File: config.mk
export PLATFORM = sky130hd
export DESIGN_NAME = mips_instr_encoder_flat
export DESIGN_NICKNAME = d
export VERILOG_FILES = /design/src/rtl/mips_isa_pkg.sv /design/src/rtl/mips_instr_encoder_if.sv /design/src/rtl/mips_instr_encode.sv /design/src/rtl/mips_instr_encoder.sv /design/src/flat_wrapper.sv
export SDC_FILE = /design/constraint.sdc
export NUM_CORES = 1
export LEC_CHECK = 0
export CORE_ASPECT_RATIO = 1.5
export CORE_MARGIN = 2
export CORE_UTILIZATION = 43
export DETAILED_ROUTE_END_ITERATION = 7
export GPL_ROUTABILITY_DRIVEN = 0
export PLACE_DENSITY = 0.81
export SETUP_SLACK_MARGIN = 0.3
export SLEW_MARGIN = 20
export SYNTH_ARGS = -nofsm -noshare
export SYNTH_HDL_FRONTEND = slang
export SYNTH_SLANG_ARGS = --single-unit
File: constraint.sdc
create_clock -name clk_i -period 2.2 [get_ports clk_i]
set_input_delay 0.22 -clock clk_i [delete_from_list [all_inputs] [get_ports clk_i]]
set_output_delay 0.22 -clock clk_i [all_outputs]
set_load 0.1 [all_outputs]
File: src/rtl/mips_isa_pkg.sv
// MIPS ISA definitions shared by the encoder, its interface and the bench:
// instruction kinds, opcode/funct values and field-packing helpers.
package mips_isa_pkg;

   typedef enum logic [3:0] {
      KindAdd, KindSub, KindAnd, KindOr, KindNor, KindSlt, KindXor, KindAddi,
      KindLw, KindSw, KindBeq, KindBne, KindJ, KindAndi, KindOri, KindXori
   } instr_kind_e;

   localparam logic [5:0] OpRtype = 6'b000000;
   localparam logic [5:0] OpAddi  = 6'b001000;
   localparam logic [5:0] OpLw    = 6'b100011;
   localparam logic [5:0] OpSw    = 6'b101011;
   localparam logic [5:0] OpBeq   = 6'b000100;
   localparam logic [5:0] OpBne   = 6'b000101;
   localparam logic [5:0] OpJ     = 6'b000010;
   localparam logic [5:0] OpAndi  = 6'b001100;
   localparam logic [5:0] OpOri   = 6'b001101;
   localparam logic [5:0] OpXori  = 6'b001110;

   localparam logic [5:0] FunctAdd = 6'b100000;
   localparam logic [5:0] FunctSub = 6'b100010;
   localparam logic [5:0] FunctAnd = 6'b100100;
   localparam logic [5:0] FunctOr  = 6'b100101;
   localparam logic [5:0] FunctNor = 6'b100111;
   localparam logic [5:0] FunctSlt = 6'b101010;
   localparam logic [5:0] FunctXor = 6'b100110;

   localparam logic [31:0] NopWord = 32'h0000_0000;

   function automatic logic [31:0] r_word(logic [4:0] rs, logic [4:0] rt, logic [4:0] rd,
                                          logic [5:0] funct);
      return {OpRtype, rs, rt, rd, 5'b00000, funct};
   endfunction

   function automatic logic [31:0] i_word(logic [5:0] op, logic [4:0] rs, logic [4:0] rt,
                                          logic [15:0] imm);
      return {op, rs, rt, imm};
   endfunction

endpackage

File: src/rtl/mips_instr_encoder_if.sv
// Record stream into the encoder: symbolic instruction fields plus valid/ready.
interface mips_instr_encoder_if;
   import mips_isa_pkg::*;

   logic        in_valid;
   logic        in_ready;
   instr_kind_e in_kind;
   logic [4:0]  in_rs;
   logic [4:0]  in_rt;
   logic [4:0]  in_rd;
   logic [15:0] in_imm;
   logic [25:0] in_target;
   logic        in_last;

   modport master (
      output in_valid, in_kind, in_rs, in_rt, in_rd, in_imm, in_target, in_last,
      input  in_ready
   );

   modport slave (
      input  in_valid, in_kind, in_rs, in_rt, in_rd, in_imm, in_target, in_last,
      output in_ready
   );

endinterface

File: src/rtl/mips_instr_encode.sv
// Purely combinational assembly of one symbolic record into a 32-bit MIPS word.
// Fields a kind does not use are ignored.
module mips_instr_encode
   import mips_isa_pkg::*;
(
   input  instr_kind_e kind_i,
   input  logic [4:0]  rs_i,
   input  logic [4:0]  rt_i,
   input  logic [4:0]  rd_i,
   input  logic [15:0] imm_i,
   input  logic [25:0] target_i,
   output logic [31:0] word_o
);

   // Select the instruction format and opcode/funct for the kind.
   always_comb begin
      word_o = NopWord;
      case (kind_i)
         KindAdd:  word_o = r_word(rs_i, rt_i, rd_i, FunctAdd);
         KindSub:  word_o = r_word(rs_i, rt_i, rd_i, FunctSub);
         KindAnd:  word_o = r_word(rs_i, rt_i, rd_i, FunctAnd);
         KindOr:   word_o = r_word(rs_i, rt_i, rd_i, FunctOr);
         KindNor:  word_o = r_word(rs_i, rt_i, rd_i, FunctNor);
         KindSlt:  word_o = r_word(rs_i, rt_i, rd_i, FunctSlt);
         KindXor:  word_o = r_word(rs_i, rt_i, rd_i, FunctXor);
         KindAddi: word_o = i_word(OpAddi, rs_i, rt_i, imm_i);
         KindLw:   word_o = i_word(OpLw, rs_i, rt_i, imm_i);
         KindSw:   word_o = i_word(OpSw, rs_i, rt_i, imm_i);
         KindBeq:  word_o = i_word(OpBeq, rs_i, rt_i, imm_i);
         KindBne:  word_o = i_word(OpBne, rs_i, rt_i, imm_i);
         KindJ:    word_o = {OpJ, target_i};
         KindAndi: word_o = i_word(OpAndi, rs_i, rt_i, imm_i);
         KindOri:  word_o = i_word(OpOri, rs_i, rt_i, imm_i);
         KindXori: word_o = i_word(OpXori, rs_i, rt_i, imm_i);
         default:  word_o = NopWord;
      endcase
   end

endmodule

File: src/rtl/mips_instr_encoder.sv
// Program loader: accepts instruction records, encodes them and writes them to
// consecutive instruction-memory words starting at 0, one word per two cycles.
// Build option ZERO_FILL_EN: after the last record, zero the remaining words.
module mips_instr_encoder
   import mips_isa_pkg::*;
#(
   parameter int unsigned ADDR_W = 6
) (
   input  logic                clk_i,
   input  logic                reset_i,
   input  logic                start_i,
   mips_instr_encoder_if.slave in_if,
   output logic                mem_we_o,
   output logic [ADDR_W-1:0]   mem_addr_o,
   output logic [31:0]         mem_wdata_o,
   output logic [ADDR_W:0]     count_o,
   output logic                done_o,
   output logic                full_o
);

   typedef enum logic [2:0] {
      StIdle,
      StAccept,
      StWrite,
`ifdef ZERO_FILL_EN
      StFill,
`endif
      StDone,
      StFull
   } state_e;

   localparam logic [ADDR_W-1:0] PtrMax = '1;
   localparam logic [ADDR_W-1:0] PtrOne = {{(ADDR_W-1){1'b0}}, 1'b1};
   localparam logic [ADDR_W:0]   CntOne = {{ADDR_W{1'b0}}, 1'b1};

   state_e              state_q, state_d;
   logic [ADDR_W-1:0]   ptr_q, ptr_d;
   logic [ADDR_W:0]     count_q, count_d;
   logic                last_q, last_d;
   logic [ADDR_W-1:0]   addr_q, addr_d;
   logic [31:0]         wdata_q, wdata_d;
   logic [31:0]         enc_word;

   mips_instr_encode u_encode (
      .kind_i   (in_if.in_kind),
      .rs_i     (in_if.in_rs),
      .rt_i     (in_if.in_rt),
      .rd_i     (in_if.in_rd),
      .imm_i    (in_if.in_imm),
      .target_i (in_if.in_target),
      .word_o   (enc_word)
   );

   // Next-state: session control, pointer/count bookkeeping, write-port staging.
   always_comb begin
      state_d = state_q;
      ptr_d   = ptr_q;
      count_d = count_q;
      last_d  = last_q;
      addr_d  = addr_q;
      wdata_d = wdata_q;
      case (state_q)
         StIdle, StDone, StFull: begin
            if (start_i) begin
               state_d = StAccept;
               ptr_d   = '0;
               count_d = '0;
            end
         end
         StAccept: begin
            // Address and data are staged here so they hold once the strobe drops.
            if (in_if.in_valid) begin
               addr_d  = ptr_q;
               wdata_d = enc_word;
               last_d  = in_if.in_last;
               state_d = StWrite;
            end
         end
         StWrite: begin
            count_d = count_q + CntOne;
            if (ptr_q != PtrMax) ptr_d = ptr_q + PtrOne;
            if (last_q) begin
`ifdef ZERO_FILL_EN
               if (ptr_q != PtrMax) begin
                  state_d = StFill;
                  addr_d  = ptr_q + PtrOne;
                  wdata_d = NopWord;
               end else begin
                  state_d = StDone;
               end
`else
               state_d = StDone;
`endif
            end else if (ptr_q == PtrMax) begin
               state_d = StFull;
            end else begin
               state_d = StAccept;
            end
         end
`ifdef ZERO_FILL_EN
         StFill: begin
            count_d = count_q + CntOne;
            if (ptr_q == PtrMax) begin
               state_d = StDone;
            end else begin
               ptr_d  = ptr_q + PtrOne;
               addr_d = ptr_q + PtrOne;
            end
         end
`endif
         default: state_d = StIdle;
      endcase
   end

   // State register with synchronous reset.
   always_ff @(posedge clk_i) begin
      if (reset_i) begin
         state_q <= StIdle;
         ptr_q   <= '0;
         count_q <= '0;
         last_q  <= 1'b0;
         addr_q  <= '0;
         wdata_q <= '0;
      end else begin
         state_q <= state_d;
         ptr_q   <= ptr_d;
         count_q <= count_d;
         last_q  <= last_d;
         addr_q  <= addr_d;
         wdata_q <= wdata_d;
      end
   end

   // Moore outputs decoded from the state.
   always_comb begin
      in_if.in_ready = (state_q == StAccept);
`ifdef ZERO_FILL_EN
      mem_we_o       = (state_q == StWrite) || (state_q == StFill);
`else
      mem_we_o       = (state_q == StWrite);
`endif
      done_o         = (state_q == StDone);
      full_o         = (state_q == StFull);
      mem_addr_o     = addr_q;
      mem_wdata_o    = wdata_q;
      count_o        = count_q;
   end

endmodule

File: src/flat_wrapper.sv
// flat-port wrapper written by rule: the top's interface ports become plain ports
module mips_instr_encoder_flat import mips_isa_pkg::*;
#(
   parameter int unsigned ADDR_W = 6
)
  (clk_i, reset_i, start_i, mem_we_o, mem_addr_o, mem_wdata_o, count_o, done_o, full_o, in_if_in_valid, in_if_in_kind, in_if_in_rs, in_if_in_rt, in_if_in_rd, in_if_in_imm, in_if_in_target, in_if_in_last, in_if_in_ready);
  mips_instr_encoder_if in_if_i ();
  input  logic clk_i;
  input  logic reset_i;
  input  logic start_i;
  output logic mem_we_o;
  output logic [ADDR_W-1:0] mem_addr_o;
  output logic [31:0] mem_wdata_o;
  output logic [ADDR_W:0] count_o;
  output logic done_o;
  output logic full_o;
  input wire logic [$bits(in_if_i.in_valid)-1:0] in_if_in_valid;
  input wire logic [$bits(in_if_i.in_kind)-1:0] in_if_in_kind;
  input wire logic [$bits(in_if_i.in_rs)-1:0] in_if_in_rs;
  input wire logic [$bits(in_if_i.in_rt)-1:0] in_if_in_rt;
  input wire logic [$bits(in_if_i.in_rd)-1:0] in_if_in_rd;
  input wire logic [$bits(in_if_i.in_imm)-1:0] in_if_in_imm;
  input wire logic [$bits(in_if_i.in_target)-1:0] in_if_in_target;
  input wire logic [$bits(in_if_i.in_last)-1:0] in_if_in_last;
  output wire logic [$bits(in_if_i.in_ready)-1:0] in_if_in_ready;
  assign in_if_i.in_valid = in_if_in_valid;
  assign in_if_i.in_kind = in_if_in_kind;
  assign in_if_i.in_rs = in_if_in_rs;
  assign in_if_i.in_rt = in_if_in_rt;
  assign in_if_i.in_rd = in_if_in_rd;
  assign in_if_i.in_imm = in_if_in_imm;
  assign in_if_i.in_target = in_if_in_target;
  assign in_if_i.in_last = in_if_in_last;
  assign in_if_in_ready = in_if_i.in_ready;
  mips_instr_encoder #(.ADDR_W(ADDR_W)) u_core (.clk_i(clk_i), .reset_i(reset_i), .start_i(start_i), .in_if(in_if_i), .mem_we_o(mem_we_o), .mem_addr_o(mem_addr_o), .mem_wdata_o(mem_wdata_o), .count_o(count_o), .done_o(done_o), .full_o(full_o));
endmodule
======== Word-level counts from Yosys, hierarchy flattened ========
Index checks and enable logic that the tools add are counted.
operators by class
  reductions and logical operators ........ 8
  eq/ne operators ......................... 24
  mux-type cells .......................... 11
  add/sub/neg operators ................... 2
operators by type and width
  operator                                        count
  one-hot mux 32 bit (16 select lines)            1
  == test 4 bit (second input constant)           8
  == test 4 x 3 -> 1 bit (second input constant)  4
  one-hot mux 7 bit (2 select lines)              1
  2-to-1 mux 3 bit                                4
  2-to-1 mux 6 bit                                2
  one-hot mux 6 bit (2 select lines)              1
  one-hot mux 3 bit (3 select lines)              1
  == test 4 x 2 -> 1 bit (second input constant)  2
  adder 7 x 1 -> 7 bit (second input constant)    1
  2-to-1 mux 7 bit                                1
  adder 6 x 1 -> 6 bit (second input constant)    1
  == test 3 x 2 -> 1 bit (second input constant)  2
  == test 6 bit (second input constant)           1
  != test 6 bit (second input constant)           1
  AND reduction 2 bit                             3
  == test 4 x 1 -> 1 bit (second input constant)  1
  zero test 4 bit                                 1
  != test 2 bit (second input constant)           2
  == test 3 x 1 -> 1 bit (second input constant)  1
  == test 3 bit (second input constant)           1
  zero test 3 bit                                 1
  AND reduction 3 bit                             1
  OR reduction 3 bit                              1
  2 further kinds                                 2
storage, ports and cells
  word-level logic and storage cells ...... 51
  bits of input ports ..................... 66
  output and inout bits ................... 49
  flip-flop bits (word level) ............. 55

======== Depth between registers and ports, before layout ========
Gate-level depths: netlist of the first run.
  depth in word-level cells ............... 4
  gate-level depth with buffers ........... 8
  gate-level depth less buffers ........... 5

======== Hierarchy ========
From an unflattened synthesis of the first run, not the netlist that was laid out.
second synthesis, totals
  cells, all modules ...................... 379
  area total of the unflattened synthesis .. 2865.2 um^2
modules (own cells, without submodules)
  module              sequential area each (um^2)  cells each  instances  area an instance (um^2)
  mips_instr_encoder  1101.1                       279         1          2167.1
  mips_instr_encode   0.0                          100         1          698.2

======== Worst setup path before layout of the first run ========
OpenSTA, ideal clock, no wires.
  path type ............................... flip-flop to flip-flop
  start ................................... reg u_core.count_q[0], in the netlist u_core.count_o[0]
  end ..................................... reg u_core.count_q[6], in the netlist u_core.count_o[6]
  cell stages (with the launch flop) ...... 6
  period minus slack after synthesis ...... 2178 ps
  path buffers ............................ 0
  data arrival time ....................... 2107 ps
  path slack .............................. 22 ps
  library setup time ...................... 70 ps
  data required time ...................... 2130 ps
  cell sequence ........................... dfxtp_1 ha_1 nand3_1 or3_1 or2_0 a21oi_1
on the way
  longest elaborated chain between the ends .. 2
ends and longest elaborated chain
  what                                line                       source
  start: declaration                  mips_instr_encoder.sv:38   logic [ADDR_W:0] count_q, count_d;
  start signal: assignment            mips_instr_encoder.sv:127  count_q <= count_d;
  adder 7 x 1 -> 7 bit                mips_instr_encoder.sv:80   count_d = count_q + CntOne;
  one-hot mux 7 bit (2 select lines)  mips_instr_encoder.sv:62   case (state_q)
No other way between the ends.
A chain may end at the register's enable or synchronous reset.

======== Worst setup path after layout of the first run ========
  start ................................... reg u_core.state_q[2]
  end ..................................... reg u_core.ptr_q[5]
on the way
  longest elaborated chain between the ends .. 4
  elaborated cells on any way between the ends .. 10
  those cells by class .................... 5 x eq/ne; 1 x mux; 4 x reduce/logical
ends and longest elaborated chain
  what                                                                         line                       source
  start: declaration                                                           mips_instr_encoder.sv:36   state_e state_q, state_d;
  start signal: assignment                                                     mips_instr_encoder.sv:118  state_q <= StIdle;
  start signal: assignment                                                     mips_instr_encoder.sv:125  state_q <= state_d;
  == test 3 x 2 -> 1 bit (tied with other cells)                               mips_instr_encoder.sv:62
  OR reduction 3 bit                                                           mips_instr_encoder.sv:62
  != test 2 bit (no source line) / nonzero test 2 bit (equally long branches)  --
  AND reduction 3 bit (no source line)                                         --
  end signal: assignment                                                       mips_instr_encoder.sv:126  ptr_q <= ptr_d;
  end: declaration                                                             mips_instr_encoder.sv:37   logic [ADDR_W-1:0] ptr_q, ptr_d;
Parallel ways exist; a longest one is shown, timed or not.

==> reports/results.ini, run 1 <==
[place]
place_area_um2 = 3856
io_buffers = 113
dp_hpwl_um = 6093

[synthesis]
synth_area_leaders = dfxtp_1 39%, a21oi_1 8.2%, nand2_1 3.7%, o22ai_1 3.4%, a22oi_1 3.0%
netlist_area_um2 = 2745
yosys_warnings = 0
synth_fp_nets = 399
synth_edf_count = 0
synth_area_per_cell_um2 = 8.293
netlist-cell-type-count = 52
netlist_instances = 331
synth-seq-cells = 54
ys_seq_area_frac = 0.3938
synth_commonest_cells = 54 x dfxtp_1, 45 x a21oi_1, 27 x nand2_1, 18 x nor2_1, 16 x clkbuf_1
yosys.area.top_type_share = 0.3938
synth_top_area_cell = dfxtp_1
async_flop_share = 0
synthFlopType = dfxtp_1
yosysMostFrequentCell = dfxtp_1

[detailed_routing]
vias = 2894
ant_nets = 0
avgViaCountPerCell = 5.663
avgRoutedWirePerCell_um = 15.74
dr.pass1.iters = 4
dr.first_iter.drc_count = 215
route.detailed.drc = 0
wirelength_um = 8042

[clock_network]
cts_root_buf = clkbuf_8
clock_latency_ns = 0.31
cts_tree = done
clockBufferDepth = 2
cts_buffers = 5
cts.sinks = 54
holdBufCountCts = 0
htree_levels = 2
path_clk_slew_ns = 0.09

[timing]
finalCritPeriodShare = 0.8147
tightest_slew_ns = 0.8913
timing_hold_violations_final = 0
fin_crit_ns = 1.792
maxSlewHeadroom = 0.4046
tns_ns = 0
rsz0062_at_grt = no
drv_slew = 0
skew_ns = 0.007991
fmax_ghz = 0.5579
setup_viol = 0

[floorplan]
dieArea_um2 = 7052
pin_count = 115
core_area_um2 = 6175
initial_core_util = 0.4446
die_h_um = 101.9
rows = 35
dieWidth_um = 69.24

[grt]
overflow = 0
grt_use_total = 0.2249
grt_pass1_vias = 2763
antenna_found_initial = 0
grt_max_degree = 30
grt_first_pass_wirelength_um = 13030

[finish]
stdcell_area_um2 = 3956
syn_to_final_growth_pct = 44.12
layout-drive-gt1-share = 0.1945
nNetsFinal = 505
num_antenna_cells = 0

[flow_run]
max_cap_violations = 0

[critical_path]
worst_setup_path_end_kind = flip-flop
cp-start-kind = flip-flop
path_max_fanout = 13
cp_data_arrival_time_ns = 2.03
critPathRequiredTime_ns = 2.44
criticalPathCategory = flip-flop to flip-flop

[power_and_ir_drop]
ir_drop_mv = 0.4524
power_density_nw_per_um2 = 549.1
p_leak_nw = 1.540

[status]
run_status = complete, no violations

[hold_path]
min_path_type = flip-flop to flip-flop

## per-stage QoR
stage	std cells	hold slack, ns	power, mW	setup slack [ns]	utilization
floorplan	331	0.3560	1.432	0.3770	-
global placement	504	0.4387	1.648	0.2066	0.6245
detailed placement	504	0.4436	1.654	0.1725	0.6245
CTS	511	0.4604	2.183	0.3168	0.6379
global route	511	0.4925	2.266	0.3236	0.6407
finish	511	0.4578	2.173	0.4077	0.6407
## power by group
group          switching, mW  internal [mW]
clock                  0.317          0.219
combinational          0.381          0.229
sequential            0.0195           1.01
total                  0.717           1.46
## cells in the final DEF, fill, tap and decap left out, drive strengths merged, types with 3 or more instances in the layout
cell type,n
a21o,3
a21oi,45
a221o,6
a22oi,11
a311oi,5
a31oi,3
a32oi,5
and2,8
and3,8
buf,65
clkbuf,6
clkdlybuf4s50,65
dfxtp,54
inv,6
nand2,27
nand2b,5
nand3,13
nor2,18
nor3,4
nor3b,13
o21ai,9
o22ai,15
o31ai,3
or3,7
or4,3
## path summary, 6_finish.rpt
check,from,to,slack [ns],depth (start not counted)
worst min register to register,u_core.mem_wdata_o[2]$_SDFFE_PP0P_,u_core.mem_wdata_o[2]$_SDFFE_PP0P_,0.46,2
worst max register to register,u_core.state_q[2]$_SDFFE_PP0P_,u_core.ptr_q[5]$_SDFFE_PP0P_,0.41,5
worst min-delay path,u_core.mem_wdata_o[2]$_SDFFE_PP0P_,u_core.mem_wdata_o[2]$_SDFFE_PP0P_,0.46,2
worst max-delay path,u_core.state_q[2]$_SDFFE_PP0P_,u_core.ptr_q[5]$_SDFFE_PP0P_,0.41,5
## layer usage
layer,wire (µm),global-route usage,vias up,part of all wire
li1,-,-,1425,-
met2,4186,0.4120,103,0.52
met4,139,0.06486,0,0.017
met1,3246,0.2695,1353,0.40
met5,0,0,-,0
met3,469,0.04043,13,0.058
## critical path, stage by stage (launching register included)
cell	delay [ns]
dfxtp_1	0.38
or3b_4	0.50
clkinv_8	0.10
nor3_4	0.08
or4_1	0.51
a21oi_1	0.15
## layout make-up
cell class	instances	area [µm²]
Fill cell	558	2218
Multi-Input combinational cell	239	1495
Timing Repair Buffer	130	1164
Sequential cell	54	1086
Tap cell	74	92.59
Clock buffer	6	72.57
Inverter	7	38.79
Clock inverter	1	7.507
## kinds of logic (layout without fill, tap and decap cells)
| group | count (synthesis) | in the layout | synth area share |
|---|---|---|---|
| AOI/OAI and AO/OA | 113 | 113 | 0.2648 |
| muxes | 1 | 1 | 0.004102 |
| other | 1 | 1 | 0.001366 |
| xor gates and xnor gates | 2 | 2 | 0.006382 |
| buffers and inverters | 38 | 144 | 0.07065 |
| and+or+nand+nor | 120 | 120 | 0.2498 |
| DFF | 54 | 54 | 0.3938 |
| adders and majority gates | 2 | 2 | 0.009114 |
## what timing repair did
action                                  4_1_cts  5_1_grt
resized for setup                             1        2
endpoints found under the setup margin        2        6
buffers inserted                              0        0
## flip-flops by register name, summed over array words and instances, names as in the netlist
register and cells:
u_core.mem_addr_o 6, u_core.count_o 7, u_core.ptr_q 6, u_core.mem_wdata_o 31, u_core.state_q 3, u_core.last_q 1
Power figures use the tool's default switching activity.
==> run 2: changes to the inputs <==
--- a/config.mk
+++ b/config.mk
@@ -7,10 +7,10 @@
 export LEC_CHECK = 0
 export CORE_ASPECT_RATIO = 1.5
 export CORE_MARGIN = 2
-export CORE_UTILIZATION = 43
+export CORE_UTILIZATION = 39
 export DETAILED_ROUTE_END_ITERATION = 7
 export GPL_ROUTABILITY_DRIVEN = 0
-export PLACE_DENSITY = 0.81
+export PLACE_DENSITY = 0.77
 export SETUP_SLACK_MARGIN = 0.3
 export SLEW_MARGIN = 20
 export SYNTH_ARGS = -nofsm -noshare
==> constraint.sdc (replaced) <==
create_clock -name clk_i -period 1.5 [get_ports clk_i]
set_input_delay 0.15 -clock clk_i [delete_from_list [all_inputs] [get_ports clk_i]]
set_output_delay 0.15 -clock clk_i [all_outputs]
set_load 0.1 [all_outputs]
==> run 2 against run 1 <==
  * The run now ends with setup timing left
  * Final area rose by 36%
  * Non-clock buffer count rose by 49
  * Total power is 67% higher
  * Register-to-register slack got worse by 0.57 ns
  * Sequential share of layout area fell by 6.8 points
  * Setup slack worse by 0.57 ns
  * Global-route usage is 3.7 points higher
  * Combinational power grew 100%
  * Core utilization rose by 15 points
  * Fmax is 7.9% higher
  * Routed wire length grew 30%
  * Sequential cell count unchanged
  * Critical path type unchanged
==> reports/results.ini, run 2 (synthesis results as in run 1) <==
[detailed_routing]
dr.pass1.iters = 4
wirelength_um = 10440
vias = 3236
avgRoutedWirePerCell_um = 18.48
route.detailed.drc = 0
dr.first_iter.drc_count = 235
avgViaCountPerCell = 5.727
ant_nets = 0

[critical_path]
cp-start-kind = flip-flop
cp_data_arrival_time_ns = 1.92
path_max_fanout = 10
cp_slowest_cell = or4_4
criticalPathCategory = flip-flop to flip-flop
worst_setup_path_end_kind = flip-flop
path_cells = or3b_4, clkinv_8, nor3_4, or4_4, a21oi_2
critPathRequiredTime_ns = 1.76
max_stage_delay_ns = 0.50

[finish]
num_antenna_cells = 0
fillers = 418
syn_to_final_growth_pct = 96.40
finalNonFillerCells = 565
largest_reg_flops = 31
final_cell_mix = 62 x clkdlybuf4s50_1, 49 x buf_12, 42 x buf_4
stdcell_area_um2 = 5391
final_common_cell = clkdlybuf4s50_1
nNetsFinal = 554
layout-drive-gt1-share = 0.4579

[grt]
overflow = 0
grt_use_total = 0.2619
antenna_found_initial = 0
grt_pass1_vias = 3315
grt_first_pass_wirelength_um = 16170
grt_max_degree = 22

[clock_network]
clock_latency_ns = 0.32
cts_root_buf = clkbuf_8
cts_tree = done
cts_buffers = 5
htree_levels = 2
path_clk_slew_ns = 0.11
clockBufferDepth = 2
cts.sinks = 54

[timing]
timing_hold_violations_final = 0
rsz0062_at_grt = yes
fin_crit_ns = 1.662
skew_ns = 0.01195
drv_slew = 0
finalCritPeriodShare = 1.108
fmax_ghz = 0.6018
setup_viol = 24
tns_ns = -1.413
worst_slack_ns = -0.1617

[power_and_ir_drop]
power_density_nw_per_um2 = 671.6
ir_drop_mv = 0.4261
p_leak_nw = 2.007
finalPower_mw = 3.621

[floorplan]
dieWidth_um = 72.50
pin_count = 115
initial_core_util = 0.4007
dieArea_um2 = 7740
die_h_um = 106.8
core_area_um2 = 6852
rows = 37

[hold_path]
min_path_type = input port to flip-flop

[place]
dp_hpwl_um = 7033
place_ws_ns = -0.3845
place_inst = 535
place_area_um2 = 4736
io_buffers = 113

[flow_run]
max_cap_violations = 0

[status]
violations = setup timing
run_status = finished, violations left

[run 2: changes by cell type in the layout (fill, tap and decap cells not counted), moves of 10 or more]
cell and delta:
dfxtp_1 -17, buf_6 +18, dfxtp_2 +15, nand2_2 +10, a21oi_2 +19, a21oi_1 -20
buf_4 -21, buf_12 +47, nand2_1 -11
[run 2: final timing paths]
kind                                  endpoint  slack, ns  cells past startpoint                              start
min                 u_core.last_q$_SDFFE_PP0P_       0.40                      3                      in_if_in_last
min reg2reg  u_core.mem_addr_o[5]$_SDFFE_PP0P_       0.48                      2  u_core.mem_addr_o[5]$_SDFFE_PP0P_
max               u_core.ptr_q[3]$_SDFFE_PP0P_      -0.16                      5     u_core.state_q[2]$_SDFFE_PP0P_
max reg2reg       u_core.ptr_q[3]$_SDFFE_PP0P_      -0.16                      5     u_core.state_q[2]$_SDFFE_PP0P_
[run 2: layout make-up]
type,count,area [µm²],share of cell area
well taps,78,97.59,0.01810
multi-input cells,239,1793,0.3326
clock inverters,3,26.28,0.004874
clock buffers,5,68.82,0.01276
repair buffers,179,2246,0.4166
inverters,7,47.55,0.008819
flip-flops and latches,54,1112,0.2063
[run 2: metrics by stage]
step,util,hold slack (ns)
finish,0.7869,0.4026
global route,0.7869,0.4268
CTS,0.7666,0.3912
detailed placement,0.6912,0.4689
global placement,0.6912,0.4526
floorplan,-,0.2860
[run 2: power breakdown]
part,switching (mW),total (mW),internal [mW]
logic,0.658,1.23,0.569
registers,0.0502,1.53,1.48
clock network,0.529,0.868,0.339
total,1.24,3.62,2.38
[run 2: routing by layer]
metal / wire [µm] / GRT usage / part of all wire / vias to the layer above
li1: - / - / - / 1531
met1: 3919 / 0.2953 / 0.38 / 1560
met2: 5692 / 0.4797 / 0.55 / 128
met3: 661 / 0.05451 / 0.063 / 17
met4: 170 / 0.08598 / 0.016 / 0
met5: 0 / 0 / 0 / -
[run 2: critical path: cells and delay by family, from the launching register on]
kind,cells,cell delay [ns]
DFF,1,0.35
and+or+nand+nor,3,1.02
buffers and inverters,1,0.08
AOI/OAI and AO/OA,1,0.14
[run 2: timing repair]
action,CTS,global route
buffers inserted,11,8
gates cloned,3,0
hold buffers,0,0
endpoints found under the setup margin,57,58
gates resized for setup,85,20
pin swaps,33,11
